## config.mk

```make
export PLATFORM = sky130hd
export DESIGN_NAME = tpu_bram_dma
export DESIGN_NICKNAME = d
export VERILOG_FILES = /design/src/rtl/tpu_bram_dma.sv
export SDC_FILE = /design/constraint.sdc
export NUM_CORES = 1
export LEC_CHECK = 0
export CORE_MARGIN = 2
export CORE_UTILIZATION = 45
export CTS_CLUSTER_SIZE = 25
export DETAILED_ROUTE_END_ITERATION = 6
export HOLD_SLACK_MARGIN = 0.15
export PLACE_DENSITY = 0.78
export SLEW_MARGIN = 25
export SYNTH_ARGS = -nofsm -noshare
export SYNTH_HDL_FRONTEND = slang
export SYNTH_SLANG_ARGS = --single-unit
export TNS_END_PERCENT = 50
```

## constraint.sdc

```tcl
create_clock -name clk -period 6.2 [get_ports clk]
set_input_delay 1.24 -clock clk [delete_from_list [all_inputs] [get_ports clk]]
set_output_delay 1.24 -clock clk [all_outputs]
set_load 0.01 [all_outputs]
```

## src/rtl/tpu_bram_dma.sv

```systemverilog
// Layer-to-layer BRAM copy engine: streams LENn words from the result BRAM into the
// next layer's input BRAM at one word per cycle, behind a 1-cycle-latency read port.
module tpu_bram_dma #(
    parameter int DATA_W   = 32,
    parameter int ADDR_W   = 12,
    parameter int SRC_BASE = 0,
    parameter int DST_BASE = 0,
    parameter int LEN0     = 1176,
    parameter int LEN1     = 400,
    parameter int LEN2     = 120,
    parameter int LEN3     = 84
) (
    input  logic              clk,
    input  logic              rst,
    input  logic              start_i,
    input  logic [1:0]        nth_conv_i,
    output logic              busy_o,
    output logic              done_o,
    output logic              src_en_o,
    output logic [ADDR_W-1:0] src_addr_o,
    input  logic [DATA_W-1:0] src_rdata_i,
    output logic              dst_we_o,
    output logic [ADDR_W-1:0] dst_addr_o,
    output logic [DATA_W-1:0] dst_wdata_o
);

    localparam longint MAX_BASE = (SRC_BASE > DST_BASE) ? longint'(SRC_BASE) : longint'(DST_BASE);
    localparam longint SPACE    = (longint'(1) << ADDR_W) - MAX_BASE;

    generate
        if (longint'(LEN0) > SPACE || longint'(LEN1) > SPACE ||
            longint'(LEN2) > SPACE || longint'(LEN3) > SPACE) begin : g_len_check
            $error("tpu_bram_dma: a LENn exceeds the address space above the base");
        end
    endgenerate

    localparam logic [ADDR_W:0] SRC_BASE_W = (ADDR_W+1)'(SRC_BASE);
    localparam logic [ADDR_W:0] DST_BASE_W = (ADDR_W+1)'(DST_BASE);
    localparam logic [ADDR_W:0] ONE_W      = (ADDR_W+1)'(1);

    typedef enum logic [1:0] {IDLE, COPY, DRAIN, DONE} state_t;

    function automatic logic [ADDR_W:0] len_sel(input logic [1:0] sel);
        case (sel)
            2'd0:    len_sel = (ADDR_W+1)'(LEN0);
            2'd1:    len_sel = (ADDR_W+1)'(LEN1);
            2'd2:    len_sel = (ADDR_W+1)'(LEN2);
            default: len_sel = (ADDR_W+1)'(LEN3);
        endcase
    endfunction

    state_t            state_q;
    logic [ADDR_W:0]   len_q, rcnt_q, wcnt_q;
    logic              src_en_q, rd_valid_q, done_q;
    logic [ADDR_W-1:0] src_addr_q, dst_addr_q;
    logic [ADDR_W:0]   start_len_d;
    logic [ADDR_W-1:0] src_addr_d, dst_addr_d;

    always_comb begin
        start_len_d = len_sel(nth_conv_i);
        src_addr_d  = ADDR_W'(SRC_BASE_W + rcnt_q);
        dst_addr_d  = ADDR_W'(DST_BASE_W + wcnt_q);
    end

    // rcnt_q counts reads already issued; the first read is issued on the start edge.
    always_ff @(posedge clk) begin
        if (rst) begin
            state_q    <= IDLE;
            len_q      <= '0;
            rcnt_q     <= '0;
            wcnt_q     <= '0;
            src_en_q   <= 1'b0;
            src_addr_q <= '0;
            rd_valid_q <= 1'b0;
            dst_addr_q <= '0;
            done_q     <= 1'b0;
        end else begin
            done_q     <= 1'b0;
            rd_valid_q <= src_en_q;
            if (src_en_q) begin
                dst_addr_q <= dst_addr_d;
                wcnt_q     <= wcnt_q + ONE_W;
            end
            case (state_q)
                IDLE: begin
                    if (start_i) begin
                        len_q  <= start_len_d;
                        wcnt_q <= '0;
                        if (start_len_d != '0) begin
                            state_q    <= COPY;
                            src_en_q   <= 1'b1;
                            src_addr_q <= ADDR_W'(SRC_BASE_W);
                            rcnt_q     <= ONE_W;
                        end else begin
                            state_q <= DONE;
                            done_q  <= 1'b1;
                            rcnt_q  <= '0;
                        end
                    end
                end
                COPY: begin
                    if (rcnt_q == len_q) begin
                        state_q  <= DRAIN;
                        src_en_q <= 1'b0;
                    end else begin
                        src_addr_q <= src_addr_d;
                        rcnt_q     <= rcnt_q + ONE_W;
                    end
                end
                DRAIN: begin
                    state_q <= DONE;
                    done_q  <= 1'b1;
                end
                default: state_q <= IDLE;
            endcase
        end
    end

    assign busy_o      = (state_q == COPY) || (state_q == DRAIN);
    assign done_o      = done_q;
    assign src_en_o    = src_en_q;
    assign src_addr_o  = src_addr_q;
    assign dst_we_o    = rd_valid_q;
    assign dst_addr_o  = dst_addr_q;
    assign dst_wdata_o = src_rdata_i;

endmodule
```

==> metrics.csv <==
stage,metric,value,unit
outcome,status,"finished, final reports clean",
final_layout,Antenna Cells,0,
setup_path,CP endpoint,src_en_o,
die,die height,86.1,um
synth,Cells after Synth,349,
final_layout,"commonest non-fill, non-tap cell in the layout",dfxtp_1,
final_layout,fraction of layout cells with a size suffix above 1,0.0643,
placement,pre-CTS WS,3.06,ns
final_layout,final layout net count,381,
setup_path,Reg-to-Reg End,rcnt_q[7],
hold_path,Hold Crit Start,len_q[2],
sta,Tcrit/Tclk final,0.519,
setup_path,Setup crit start,src_en_o,
die,Ports,97,
sta,fin worst setup slack,2.98,ns
power_and_ir_drop,Tot Pwr,1.15,mW
clock_tree,CTS resizes,0,
detailed_routing,Avg WL per Cell,14.6,um
synth,synthesized flop and latch total,62,
sta,Slew @ Worst Pin,1.03,ns
clock_tree,total clock sinks,62,
detailed_routing,detailed-router iteration count before antenna repair,4,
detailed_routing,vias per inst,5.65,
final_layout,post-layout util,0.513,
clock_tree,"Clk Latency, worst-skew pair",0.34,ns
setup_path,Worst EP required,4.96,ns
grt,Tot GR Track Use,0.170,
final_layout,fin cells,419,
sta,RSZ-0062 raised after global routing,false,
setup_path,"slowest stage cell, crit path",dfxtp_1,
grt,largest net degree at the start of global routing,53,
flow_run,max_cap viols,0,
die,die footprint,0.00742,mm^2
clock_tree,Num CTS Buffers,9,
synth,ys flop type,dfxtp_1,
setup_path,Worst R2R Start,state_q[0],
placement,DP Area,0.00309,mm^2
sta,fin. max-slew vios,0,
detailed_routing,final WL,6100,um
setup_path,CP top delay family,flip-flops,
setup_path,FF-to-FF path depth,6,
synth,sequential area share after synthesis,0.409,
synth,Post-synth ARST share,0,
synth,mapped cell area,0.00304,mm^2
power_and_ir_drop,power per cell area,350,mW/mm^2
synth,synthesized netlist net count,393,
die,Site Rows,29,
placement,Detailed Place HPWL,3990,um
synth,Post-synth EDFFs,0,
setup_path,crit path DAT,1.98,ns
hold_path,hold-critical path depth,2,
sta,"Hold Vio Cnt, Final",0,
final_layout,Area Growth Syn to Fin,8.49,%
sta,# setup viols final,0,
synth,warnings from Yosys,0,
sta,Worst Clk Skew,0.00777,ns
placement,Final Wtd Congestion,0.796,
placement,placed insts,403,
setup_path,crit-path max cell delay,0.95,ns
clock_tree,worst-case clock buffer depth,2,
die,CORE AREA,0.00642,mm^2
synth,count of different cell masters after synthesis,44,
detailed_routing,DR iter-0 viols,279,
setup_path,CP Max Fanout,19,
setup_path,Worst path depth,1,
clock_tree,clock slew at reported path FFs,0.07,ns
setup_path,crit end category,primary output,
detailed_routing,Routed Antenna Nets,0,
die,Die W,86.1,um
final_layout,FILL cells,611,
clock_tree,Clock Tree Root,clkbuf_8,
clock_tree,Post-CTS Setup Bufs,0,
sta,setup TNS,0,ns
setup_path,critical setup path kind,reg2out,
sta,Peak Freq,311,MHz
detailed_routing,via count,2369,
setup_path,crit start category,flop,
power_and_ir_drop,Leak,1.18,nW
grt,first-pass GRT wire length,10100,um
final_layout,Final Cell Area,0.00329,mm^2
setup_path,WP buf/inv,1,
clock_tree,TritonCTS clock tree,yes,
sta,hold_ws,0.467,ns
clock_tree,H-tree depth,3,
synth,Syn Area/Cell,8.70,um^2
die,Initial Utilization,0.473,
grt,vias in the first global route,2235,
hold_path,worst min path class,reg2reg,
placement,IO buf count,32,
setup_path,FF-to-FF setup slack,3.16,ns
grt,initial antenna violation count,0,
final_layout,"commonest cells after routing, fill and taps aside","dfxtp_1, nor2_1, clkdlybuf4s50_1, a21oi_1, nand2_1",
sta,slew margin rel.,0.306,
detailed_routing,DRC,0,
sta,min Tclk post-route,3.22,ns
power_and_ir_drop,Peak VDD IR,0.000150,V
setup_path,CP Cell Sequence,clkdlybuf4s50_1,
grt,GRT overflow,0,
clock_tree,post-cts hold buffer count,0,
-- state kept, by name, indices dropped and copies added (netlist names), 2 cells and up --
name        count
dst_addr_o     12
len_q           8
rcnt_q         13
src_addr_o     12
state_q         2
wcnt_q         12
-- metal layers --
| layer | routed length (um) | share of wire | GRT usage | vias to the layer above |
|---|---|---|---|---|
| li1 | - | - | - | 1166 |
| met1 | 2780 | 0.45 | 0.208 | 1098 |
| met2 | 2800 | 0.46 | 0.268 | 89 |
| met3 | 430 | 0.070 | 0.0645 | 16 |
| met4 | 97 | 0.016 | 0.0693 | 0 |
| met5 | 0 | 0 | 0 | - |
-- worst min-delay path by stage --
| stage | endpoint | slack [ns] |
|---|---|---|
| 5_1_grt | len_q[2] | 0.48 |
| 3_5_place_dp | len_q[2] | 0.46 |
| 3_3_place_gp | len_q[2] | 0.46 |
| 2_1_floorplan | rcnt_q[12] | 0.44 |
| 4_1_cts | len_q[2] | 0.47 |
| 6_report | len_q[2] | 0.47 |
-- final cells by class --
| cell class | count | area, um^2 | share of cell area |
|---|---|---|---|
| Clock buffer | 11 | 141 | 0.0429 |
| Clock inverter | 5 | 58.8 | 0.0179 |
| Inverter | 7 | 26.3 | 0.00798 |
| Multi-Input combinational cell | 225 | 1420 | 0.430 |
| Sequential cell | 62 | 1240 | 0.377 |
| Tap cell | 77 | 96.3 | 0.0292 |
| Timing Repair Buffer | 32 | 315 | 0.0957 |
-- Yosys cell counts, types with 5 or more instances --
| cell | number | share of area |
|---|---|---|
| nand2_1 | 20 | 0.025 |
| dfxtp_1 | 62 | 0.41 |
| nand4_1 | 19 | 0.039 |
| o21ai_0 | 17 | 0.028 |
| nor3_1 | 9 | 0.015 |
| nand3_1 | 9 | 0.015 |
| or3_1 | 5 | 0.010 |
| clkbuf_1 | 15 | 0.019 |
| and3_1 | 7 | 0.014 |
| xor2_1 | 13 | 0.037 |
| mux2i_1 | 14 | 0.046 |
| nor2_1 | 34 | 0.042 |
| o21ai_1 | 5 | 0.0082 |
| a31oi_1 | 6 | 0.012 |
| buf_4 | 33 | 0.082 |
| a21oi_1 | 24 | 0.040 |
| ha_1 | 7 | 0.029 |
| inv_1 | 6 | 0.0074 |
-- cells by family after synthesis --
| kind of cell | after synthesis | synth area share |
|---|---|---|
| DFF | 62 | 0.409 |
| AOI/OAI and AO/OA | 71 | 0.144 |
| and+or+nand+nor | 117 | 0.201 |
| adders and majority gates | 7 | 0.0288 |
| muxes | 14 | 0.0461 |
| buffers and inverters | 62 | 0.125 |
| xor gates and xnor gates | 16 | 0.0461 |
-- report_power, final --
part	switching [mW]	internal (mW)
Sequential	0.0425	0.427
Combinational	0.204	0.124
Clock	0.160	0.196
Total	0.407	0.747
(Power assumes the default switching activity.)
